## src/rtl/main_ctrl_pkg.sv

```systemverilog
// Shared codes for the main-control mode FSM: command bytes, mode/state encoding, fault causes.
package main_ctrl_pkg;

    localparam logic [7:0] CMD_RUN  = 8'h00;
    localparam logic [7:0] CMD_CON  = 8'h01;
    localparam logic [7:0] CMD_DOWN = 8'h02;

    // State encoding doubles as the externally visible mode register value.
    localparam logic [2:0] ST_IDLE  = 3'b000;
    localparam logic [2:0] ST_DOWN  = 3'b100;
    localparam logic [2:0] ST_INI   = 3'b111;
    localparam logic [2:0] ST_RUN   = 3'b001;
    localparam logic [2:0] ST_CON   = 3'b010;
    localparam logic [2:0] ST_FAULT = 3'b110;

    localparam logic [1:0] FLT_NONE     = 2'b00;
    localparam logic [1:0] FLT_INI_FAIL = 2'b01;
    localparam logic [1:0] FLT_TIMEOUT  = 2'b10;

    function automatic logic cmd_legal(input logic [7:0] b);
        return (b == CMD_RUN) || (b == CMD_CON) || (b == CMD_DOWN);
    endfunction

endpackage

```

## src/rtl/main_ctrl_mc_cmd_qual.sv

```systemverilog
// Mode-byte qualifier: a legal byte must hold CMD_STABLE cycles (current cycle included)
// before its run/con/down level asserts; illegal bytes give a one-cycle registered error pulse.
module cmd_qual
    import main_ctrl_pkg::*;
#(
    parameter int unsigned CMD_STABLE = 3
) (
    input  logic       clk,
    input  logic       rst_n,
    input  logic [7:0] mode_byte,
    output logic       q_run,
    output logic       q_con,
    output logic       q_down,
    output logic       cmd_err
);

    localparam int unsigned CW = $clog2(CMD_STABLE + 1);

    logic [7:0]    prev_byte;
    logic          prev_vld;
    logic [CW-1:0] run_cnt;
    logic [CW-1:0] run_len;
    logic          same;
    logic          legal;
    logic          qualified;

    always_comb begin
        same  = prev_vld && (mode_byte == prev_byte);
        legal = cmd_legal(mode_byte);
        // run_len saturates at CMD_STABLE so the level holds while the byte is unchanged
        if (!same)
            run_len = CW'(1);
        else if (run_cnt == CW'(CMD_STABLE))
            run_len = run_cnt;
        else
            run_len = run_cnt + CW'(1);
        qualified = legal && (run_len == CW'(CMD_STABLE));
        q_run  = qualified && (mode_byte == CMD_RUN);
        q_con  = qualified && (mode_byte == CMD_CON);
        q_down = qualified && (mode_byte == CMD_DOWN);
    end

    always_ff @(posedge clk) begin
        if (!rst_n) begin
            prev_vld  <= 1'b0;
            prev_byte <= '0;
            run_cnt   <= '0;
            cmd_err   <= 1'b0;
        end else begin
            prev_vld  <= 1'b1;
            prev_byte <= mode_byte;
            run_cnt   <= run_len;
            cmd_err   <= !legal && !same;
        end
    end

endmodule

```

## src/rtl/main_ctrl_mc.sv

```systemverilog
// Board main-control mode FSM: qualified mode commands, init sequencing with timeout and
// bounded retry, latched fault with cause code, and per-channel TX enable gating.
module main_ctrl_mc
    import main_ctrl_pkg::*;
#(
    parameter int unsigned CH_NUM         = 4,
    parameter int unsigned TD_MODE_CHANGE = 100,
    parameter int unsigned INI_TIMEOUT    = 50000,
    parameter int unsigned CMD_STABLE     = 3,
    parameter int unsigned MAX_RETRY      = 2
) (
    input  logic              clk,
    input  logic              rst_n,
    input  logic [7:0]        im_mode_byte,
    input  logic              i_rst_req,
    input  logic [CH_NUM-1:0] im_ch_en,
    input  logic              i_ini_done,
    input  logic              i_ini_fail,
    output logic [2:0]        om_mode_reg,
    output logic              o_ini_start,
    output logic [CH_NUM-1:0] om_tb_txen,
    output logic              o_mb_txen,
    output logic              o_down_en,
    output logic              o_fault,
    output logic [1:0]        om_fault_code,
    output logic [2:0]        om_retry_cnt,
    output logic              o_cmd_err
);

    localparam int unsigned TW = $clog2(INI_TIMEOUT + 1);
    localparam int unsigned DW = $clog2(TD_MODE_CHANGE + 1);

    logic          q_run, q_con, q_down;
    logic [2:0]    state, state_nxt;
    logic [TW-1:0] timer, timer_nxt;
    logic [DW-1:0] dly_cnt, dly_nxt;
    logic          dly_act, dly_act_nxt;
    logic [2:0]    retry, retry_nxt;
    logic [1:0]    code, code_nxt;
    logic          start_nxt;

    cmd_qual #(.CMD_STABLE(CMD_STABLE)) u_cmd_qual (
        .clk      (clk),
        .rst_n    (rst_n),
        .mode_byte(im_mode_byte),
        .q_run    (q_run),
        .q_con    (q_con),
        .q_down   (q_down),
        .cmd_err  (o_cmd_err)
    );

    always_comb begin
        state_nxt   = state;
        timer_nxt   = timer;
        dly_nxt     = dly_cnt;
        dly_act_nxt = dly_act;
        retry_nxt   = retry;
        code_nxt    = code;
        start_nxt   = 1'b0;
        case (state)
            ST_IDLE: if (q_down) state_nxt = ST_DOWN;
            ST_DOWN: begin
                if (q_run || i_rst_req) begin
                    state_nxt   = ST_INI;
                    retry_nxt   = '0;
                    timer_nxt   = '0;
                    dly_act_nxt = 1'b0;
                    dly_nxt     = '0;
                    start_nxt   = 1'b1;
                end
            end
            ST_INI: begin
                // Abort beats everything; once the done delay runs, fail/timeout are ignored.
                if (q_down) begin
                    state_nxt   = ST_DOWN;
                    retry_nxt   = '0;
                    timer_nxt   = '0;
                    dly_act_nxt = 1'b0;
                    dly_nxt     = '0;
                end else if (dly_act) begin
                    if (dly_cnt == DW'(TD_MODE_CHANGE - 1)) begin
                        state_nxt   = ST_RUN;
                        dly_act_nxt = 1'b0;
                        dly_nxt     = '0;
                    end else begin
                        dly_nxt = dly_cnt + DW'(1);
                    end
                end else if (i_ini_fail || (timer == TW'(INI_TIMEOUT))) begin
                    if (retry < 3'(MAX_RETRY)) begin
                        retry_nxt = retry + 3'd1;
                        timer_nxt = '0;
                        start_nxt = 1'b1;
                    end else begin
                        state_nxt = ST_FAULT;
                        code_nxt  = i_ini_fail ? FLT_INI_FAIL : FLT_TIMEOUT;
                    end
                end else if (i_ini_done) begin
                    dly_act_nxt = 1'b1;
                    dly_nxt     = '0;
                end else begin
                    timer_nxt = timer + TW'(1);
                end
            end
            ST_RUN: begin
                if (q_down)     state_nxt = ST_DOWN;
                else if (q_con) state_nxt = ST_CON;
            end
            ST_CON: begin
                if (q_run)       state_nxt = ST_RUN;
                else if (q_down) state_nxt = ST_DOWN;
            end
            ST_FAULT: begin
                if (q_down) begin
                    state_nxt = ST_DOWN;
                    code_nxt  = FLT_NONE;
                    retry_nxt = '0;
                end
            end
            default: state_nxt = ST_IDLE;
        endcase
    end

    always_ff @(posedge clk) begin
        if (!rst_n) begin
            state       <= ST_IDLE;
            timer       <= '0;
            dly_cnt     <= '0;
            dly_act     <= 1'b0;
            retry       <= '0;
            code        <= FLT_NONE;
            o_ini_start <= 1'b0;
            om_tb_txen  <= '0;
            o_down_en   <= 1'b0;
            o_fault     <= 1'b0;
        end else begin
            state       <= state_nxt;
            timer       <= timer_nxt;
            dly_cnt     <= dly_nxt;
            dly_act     <= dly_act_nxt;
            retry       <= retry_nxt;
            code        <= code_nxt;
            o_ini_start <= start_nxt;
            om_tb_txen  <= ((state_nxt == ST_RUN) || (state_nxt == ST_CON)) ? im_ch_en : '0;
            o_down_en   <= (state_nxt == ST_DOWN);
            o_fault     <= (state_nxt == ST_FAULT);
        end
    end

    assign om_mode_reg   = state;
    assign om_fault_code = code;
    assign om_retry_cnt  = retry;
    assign o_mb_txen     = 1'b1;

endmodule
```

## config.mk

```make
export PLATFORM = sky130hd
export DESIGN_NAME = main_ctrl_mc
export DESIGN_NICKNAME = d
export VERILOG_FILES = /design/src/rtl/main_ctrl_pkg.sv /design/src/rtl/main_ctrl_mc_cmd_qual.sv /design/src/rtl/main_ctrl_mc.sv
export SDC_FILE = /design/constraint.sdc
export NUM_CORES = 1
export LEC_CHECK = 0
export ABC_CLOCK_PERIOD_IN_PS = 4800
export CAP_MARGIN = 20
export CORE_MARGIN = 10
export CORE_UTILIZATION = 55
export DETAILED_ROUTE_END_ITERATION = 8
export PLACE_DENSITY = 0.77
export SLEW_MARGIN = 20
export SYNTH_ARGS = -nofsm -noshare
export SYNTH_HDL_FRONTEND = slang
export SYNTH_SLANG_ARGS = --single-unit
export TNS_END_PERCENT = 1
```

## constraint.sdc

```tcl
create_clock -name clk -period 4.8 [get_ports clk]
set_input_delay 0.96 -clock clk [delete_from_list [all_inputs] [get_ports clk]]
set_output_delay 0.96 -clock clk [all_outputs]
set_load 0.05 [all_outputs]
```

### After elaboration in Yosys (flattened, before gate mapping)

Index checks and enable logic that the tools add are counted.

* input port bits: 17
* flip-flop bits (word level): 51
* output and inout port bits: 17

* add/subtract/negate cells: 4
* $lt $le $gt $ge: 1
* reduce and logical (&&, ||, !) cells: 25
* equality and inequality tests: 29
* mux-type cells: 55

Operator list (count)
* two-way mux 16 bit: 6
* two-way mux 3 bit: 16
* two-way mux 7 bit: 6
* one-hot mux 16 bit (2 select lines): 1
* adder 16 x 1 -> 16 bit (second input constant): 1
* == test 16 bit (second input constant): 1
* two-way mux 2 bit: 8
* != test 4 bit (second input constant): 4
* == test 3 bit (second input constant): 5
* one-hot mux 3 bit (5 select lines): 1
* one-hot mux 7 bit (2 select lines): 1
* two-way mux 1 bit: 12
* != test 2 bit (second input constant): 6
* AND reduction 6 bit: 2
* != test 3 bit (second input constant): 3
* one-hot mux 3 bit (3 select lines): 1
* == test 8 x 1 -> 1 bit (second input constant): 1
* == test 8 x 2 -> 1 bit (second input constant): 1
* == test 8 bit: 1
* zero test 8 bit: 1
* adder 7 x 1 -> 7 bit (second input constant): 1
* == test 7 bit (second input constant): 1
* == test 3 x 1 -> 1 bit (second input constant): 2
* == test 3 x 2 -> 1 bit (second input constant): 2
* 16 further kinds: 30

### Logic depth before layout (Yosys ltp)

* depth in word-level cells: 12
* mapped depth: 10

### Modules after synthesis

Synthesis repeated with hierarchy kept, for this count alone.

* cell total of the unflattened synthesis: 296
* area total of the unflattened synthesis: 2620.0 um^2

Modules (own cells, without submodules)
* main_ctrl_mc: cells an instance 246, area each 2087.0 um^2, sequential area each 780.7 um^2, times used 1
* cmd_qual: cells an instance 50, area each 533.0 um^2, sequential area each 240.2 um^2, times used 1

### Worst setup path after synthesis

No wires, ideal clock.

* path kind: input port to flip-flop
* from: input im_mode_byte[7]
* to: register timer[0]
* data arrival time: 2739 ps
* stages on the path: 9
* buffers on the path: 2
* path slack: 1947 ps
* cell sequence: xor2_1 > or2_1 > or4_1 > buf_4 > o211ai_4 > nand2_1 > o21ai_2 > buf_4 > nor2_1

* word-level cells in the longest chain between the ends: 9

RTL lines
* from (decl): line main_ctrl_mc.sv:14 `input logic [7:0] im_mode_byte,`
* == test 8 bit: line main_ctrl_mc_cmd_qual.sv:28 `same = prev_vld && (mode_byte == prev_byte);`
* logical AND 1 bit: line main_ctrl_mc_cmd_qual.sv:28
* two-way mux 2 bit: line main_ctrl_mc_cmd_qual.sv:31 `if (!same)`
* == test 2 bit: line main_ctrl_mc_cmd_qual.sv:37 `qualified = legal && (run_len == CW'(CMD_STABLE));`
* logical AND 1 bit: line main_ctrl_mc_cmd_qual.sv:37
* logical AND 1 bit: line main_ctrl_mc_cmd_qual.sv:38 `q_run = qualified && (mode_byte == CMD_RUN);`
* logical OR 1 bit: line main_ctrl_mc.sv:63 `if (q_run || i_rst_req) begin`
* != test 2 bit (no source line)
* AND reduction 5 bit (no source line)
* to (signal assigned): line main_ctrl_mc.sv:137 `timer <= timer_nxt;`
* to (decl): line main_ctrl_mc.sv:35 `logic [TW-1:0] timer, timer_nxt;`

Parallel ways exist; a longest one is shown, timed or not.
A chain may end at the register's enable or synchronous reset.

### Worst setup path in the final report

* from: input im_mode_byte[0]
* to: register timer[9]

The elaborated chain is that of the path after synthesis.

==> flow_summary.toml <==
[place]
place_congestion = 0.864
portBuffers = 32
dpl.hpwl_mm = 4.11

[floorplanning]
core_um2 = 4440
pin_count = 34
dieArea_um2 = 7850
die_h_um = 88.6
die_w_um = 88.6
rows = 24
start_util_pct = 58.3

[pwr]
switchingPower_w = 0.000165
p_leak_nw = 1.13
clkPwrFrac_pct = 35.9
power_frac_seq_pct = 57.4
swShare_pct = 22.1
peakVddDrop_uv = 233
powerDensity_nw_per_um2 = 247
p_comb_share_pct = 6.7
totalPowerFinal_w = 0.000748
p_int_w = 0.000583

[routing]
drt-initial-drc-count = 178
num_vias = 2229
ant_nets = 0
routed_wl_mm = 5.56
routedWlPerCell_um = 14.5
drc = 0
dr.pass1.iters = 4
via_per_inst = 5.80

[global_routing]
gr-total-overflow = 0
use_met2_pct = 24.3
grt.total_usage_pct = 14.7
antenna_found_initial = 0
grt-busiest-layer = "met2"
grt_pass1_vias = 2044
met3_usage_pct = 3.03
grt_max_degree = 26
grt_use_met1_pct = 18.4
grt_pass1_wl_mm = 9.45

[synth]
syn-cell-area_um2 = 2590
synth_fa_ha_area_share_pct = 1.93
syn_inst = 303
yosysWarnings = 0
synth_ff_type = "dfxtp_1"
synthXorXnorAreaFrac_pct = 8.79
async_flop_share_pct = 0
synth_nets = 324
synth-seq-area-share_pct = 39.4
synth-simple-area-share_pct = 32.5
ys_seq_elements = 51
syn_area_per_cell_um2 = 8.55
synthMuxAreaShare_pct = 1.16
synth_compound_gate_area_share_pct = 12.2
synth_top_family_by_area = "simple AND/OR/NAND/NOR gates"
synth_edf_count = 0
yosys.cell_types.count = 48

[cts]
clk-insertion-delay-late_ps = 300
cts_tree = "yes"
post_cts_buffers = 0
cts.path.max_buffers = 2
hold_buffers = 0
ctsResizeCount = 0
cts.sinks = 51
htree_levels = 2
cts_buffers = 5
root_buffer = "clkbuf_8"
clkTransAtPathRegs_ps = 90

[final_layout]
nets = 352
top_register = "timer"
top_regs = "timer x16, u_cmd_qual.prev_byte x8, dly_cnt x7"
largest_reg_flops = 16
num_antenna_cells = 0
fillers = 388
syn_to_final_growth_pct = 16.9
drive_gt1_share_pct = 5.12

[setup_path]
cp_num_buf_inv = 1
critPathMaxFanout = 15
worstSetupStartpointType = "input pin"
cp_top_family = "simple AND/OR/NAND/NOR gates"
cp.arrival_ps = 3820
cp_slowest_cell = "or4_1"
end_kind = "flip-flop"
path_cells = "clkdlybuf4s50_1 > xor2_1 > nand4b_1 > or4_1 > o211ai_4 > nand2_1 > o21ai_2 > nor2_1"
required_ps = 4970
critical_path.max_stage_delay_ps = 700
crit_type = "input pin to flip-flop"

[sta]
tns_ps = 0
fmax_mhz = 274
final-hold-violation-count = 0
tightest_slew_ps = 855
post-route-period-util_pct = 76.1
fin_crit_ps = 3650
setup_violations = 0
skew_ps = 5.47
rsz0062_at_grt = "false"
slew-limit-headroom_pct = 42.8
slew_violations = 0

[run_status]
status = "complete, no violations"

[run]
drv_cap = 0

[hold_path]
hp-class = "flip-flop to flip-flop"
[through the flow]
| step | hold slack, ps | cells | area (um2) | utilization [%] | setup WS [ps] |
|---|---|---|---|---|---|
| floorplan | 458 | 303 | 2590 | - | 1950 |
| global placement | 475 | 376 | 2930 | 65.9 | 953 |
| detailed placement | 484 | 376 | 2930 | 65.9 | 838 |
| CTS | 496 | 384 | 3030 | 68.1 | 1130 |
| global route | 535 | 384 | 3030 | 68.1 | 927 |
| finish | 492 | 384 | 3030 | 68.1 | 1150 |
[cell families after synthesis]
| kind of cell | after synthesis |
|---|---|
| AND/OR/NAND/NOR | 149 |
| flip-flops | 51 |
| AO/OA/AOI/OAI | 46 |
| XOR/XNOR | 26 |
| buffers and inverters | 23 |
| adder cells (fa/ha/maj) | 4 |
| multiplexers | 3 |
| other | 1 |
[metal layers]
metal / wire (um) / share of wire, % / vias up
li1: - / - / 1124
met1: 2520 / 45 / 1040
met2: 2690 / 48 / 59
met3: 285 / 5.1 / 6
met4: 61 / 1.1 / 0
met5: 0 / 0 / -
[synthesized netlist by cell type (2+ instances only)]
library cell  instances  area (um2)
nand3_1              24         120
mux2i_1               3        30.0
xor2_1               18         158
nor4b_1               3        26.3
a31oi_1               3        18.8
buf_4                 3        22.5
nand2_1              20        75.1
inv_1                10        37.5
nor4_1                3        18.8
or4_1                 2        15.0
nor4bb_1              2        20.0
o21ai_0               7        35.0
nor3_1                4        20.0
or3_1                 3        18.8
nor4_2                2        25.0
a21oi_1              16        80.1
xnor2_1               8        70.1
dfxtp_1              51        1020
nor2b_1              11        68.8
nor2_1               29         109
clkbuf_1              8        30.0
and4_1                4        35.0
o21ai_1               2        10.0
and2_1               14        87.6
and3_1               15        93.8
o21a_1                3        22.5
nand4_1               7        43.8
o21ai_2               2        17.5
buf_2                 2        10.0
ha_1                  4        50.1
o211ai_1              3        22.5
[worst reg2reg max path, delay by kind of cell (launching register included)]
family / cells / cell delay (ps)
AO/OA/AOI/OAI: 3 / 1370
adder cells (fa/ha/maj): 1 / 190
buffers and inverters: 1 / 100
flip-flops: 1 / 400
multiplexers: 1 / 190
AND/OR/NAND/NOR: 3 / 500
[layout by cell type (no fill, tap or decap), types with 4 or more instances in the layout]
cell and count:
o21ai_0 7, nor3_1 4, inv_1 10, dfxtp_1 51, xnor2_1 8, clkbuf_8 7, and3_1 15, nor2b_1 11
ha_1 4, and2_1 14, a21oi_1 16, and4_1 4, clkdlybuf4s50_1 32, nor2_1 29, nand4_1 7, nand2_1 20
xor2_1 18, nand3_1 24
[power by group through the flow]
| stage | Combinational, W | Sequential, W | Clock (W) |
|---|---|---|---|
| 4_1_cts | 0.0000502 | 0.000430 | 0.000275 |
| 3_5_place_dp | 0.0000497 | 0.000440 | 0 |
| 6_report | 0.0000500 | 0.000430 | 0.000269 |
| 3_3_place_gp | 0.0000488 | 0.000440 | 0 |
| 2_1_floorplan | 0.0000252 | 0.000441 | 0 |
| 5_1_grt | 0.0000544 | 0.000430 | 0.000291 |
[layout make-up]
cell class,count,area [um2],share of cell area (%)
clock buffer,8,100,3.31
inverter,10,37.5,1.24
multi-input combinational,229,1470,48.5
sequential,51,1020,33.7
tap,52,65.1,2.15
timing repair buffer,34,335,11.1
[path summary, 6_finish.rpt]
check	start	to	slack [ps]	cells past startpoint
worst max-delay path	im_mode_byte[0]	timer[9]$_SDFFE_PN0P_	1150	8
worst min-delay path	dly_cnt[1]$_SDFFE_PN0P_	dly_cnt[1]$_SDFFE_PN0P_	490	2
worst max register to register	timer[0]$_SDFFE_PN0P_	timer[9]$_SDFFE_PN0P_	1920	9
worst min register to register	dly_cnt[1]$_SDFFE_PN0P_	dly_cnt[1]$_SDFFE_PN0P_	490	2
No activity file was read; power rests on OpenSTA's default activity.
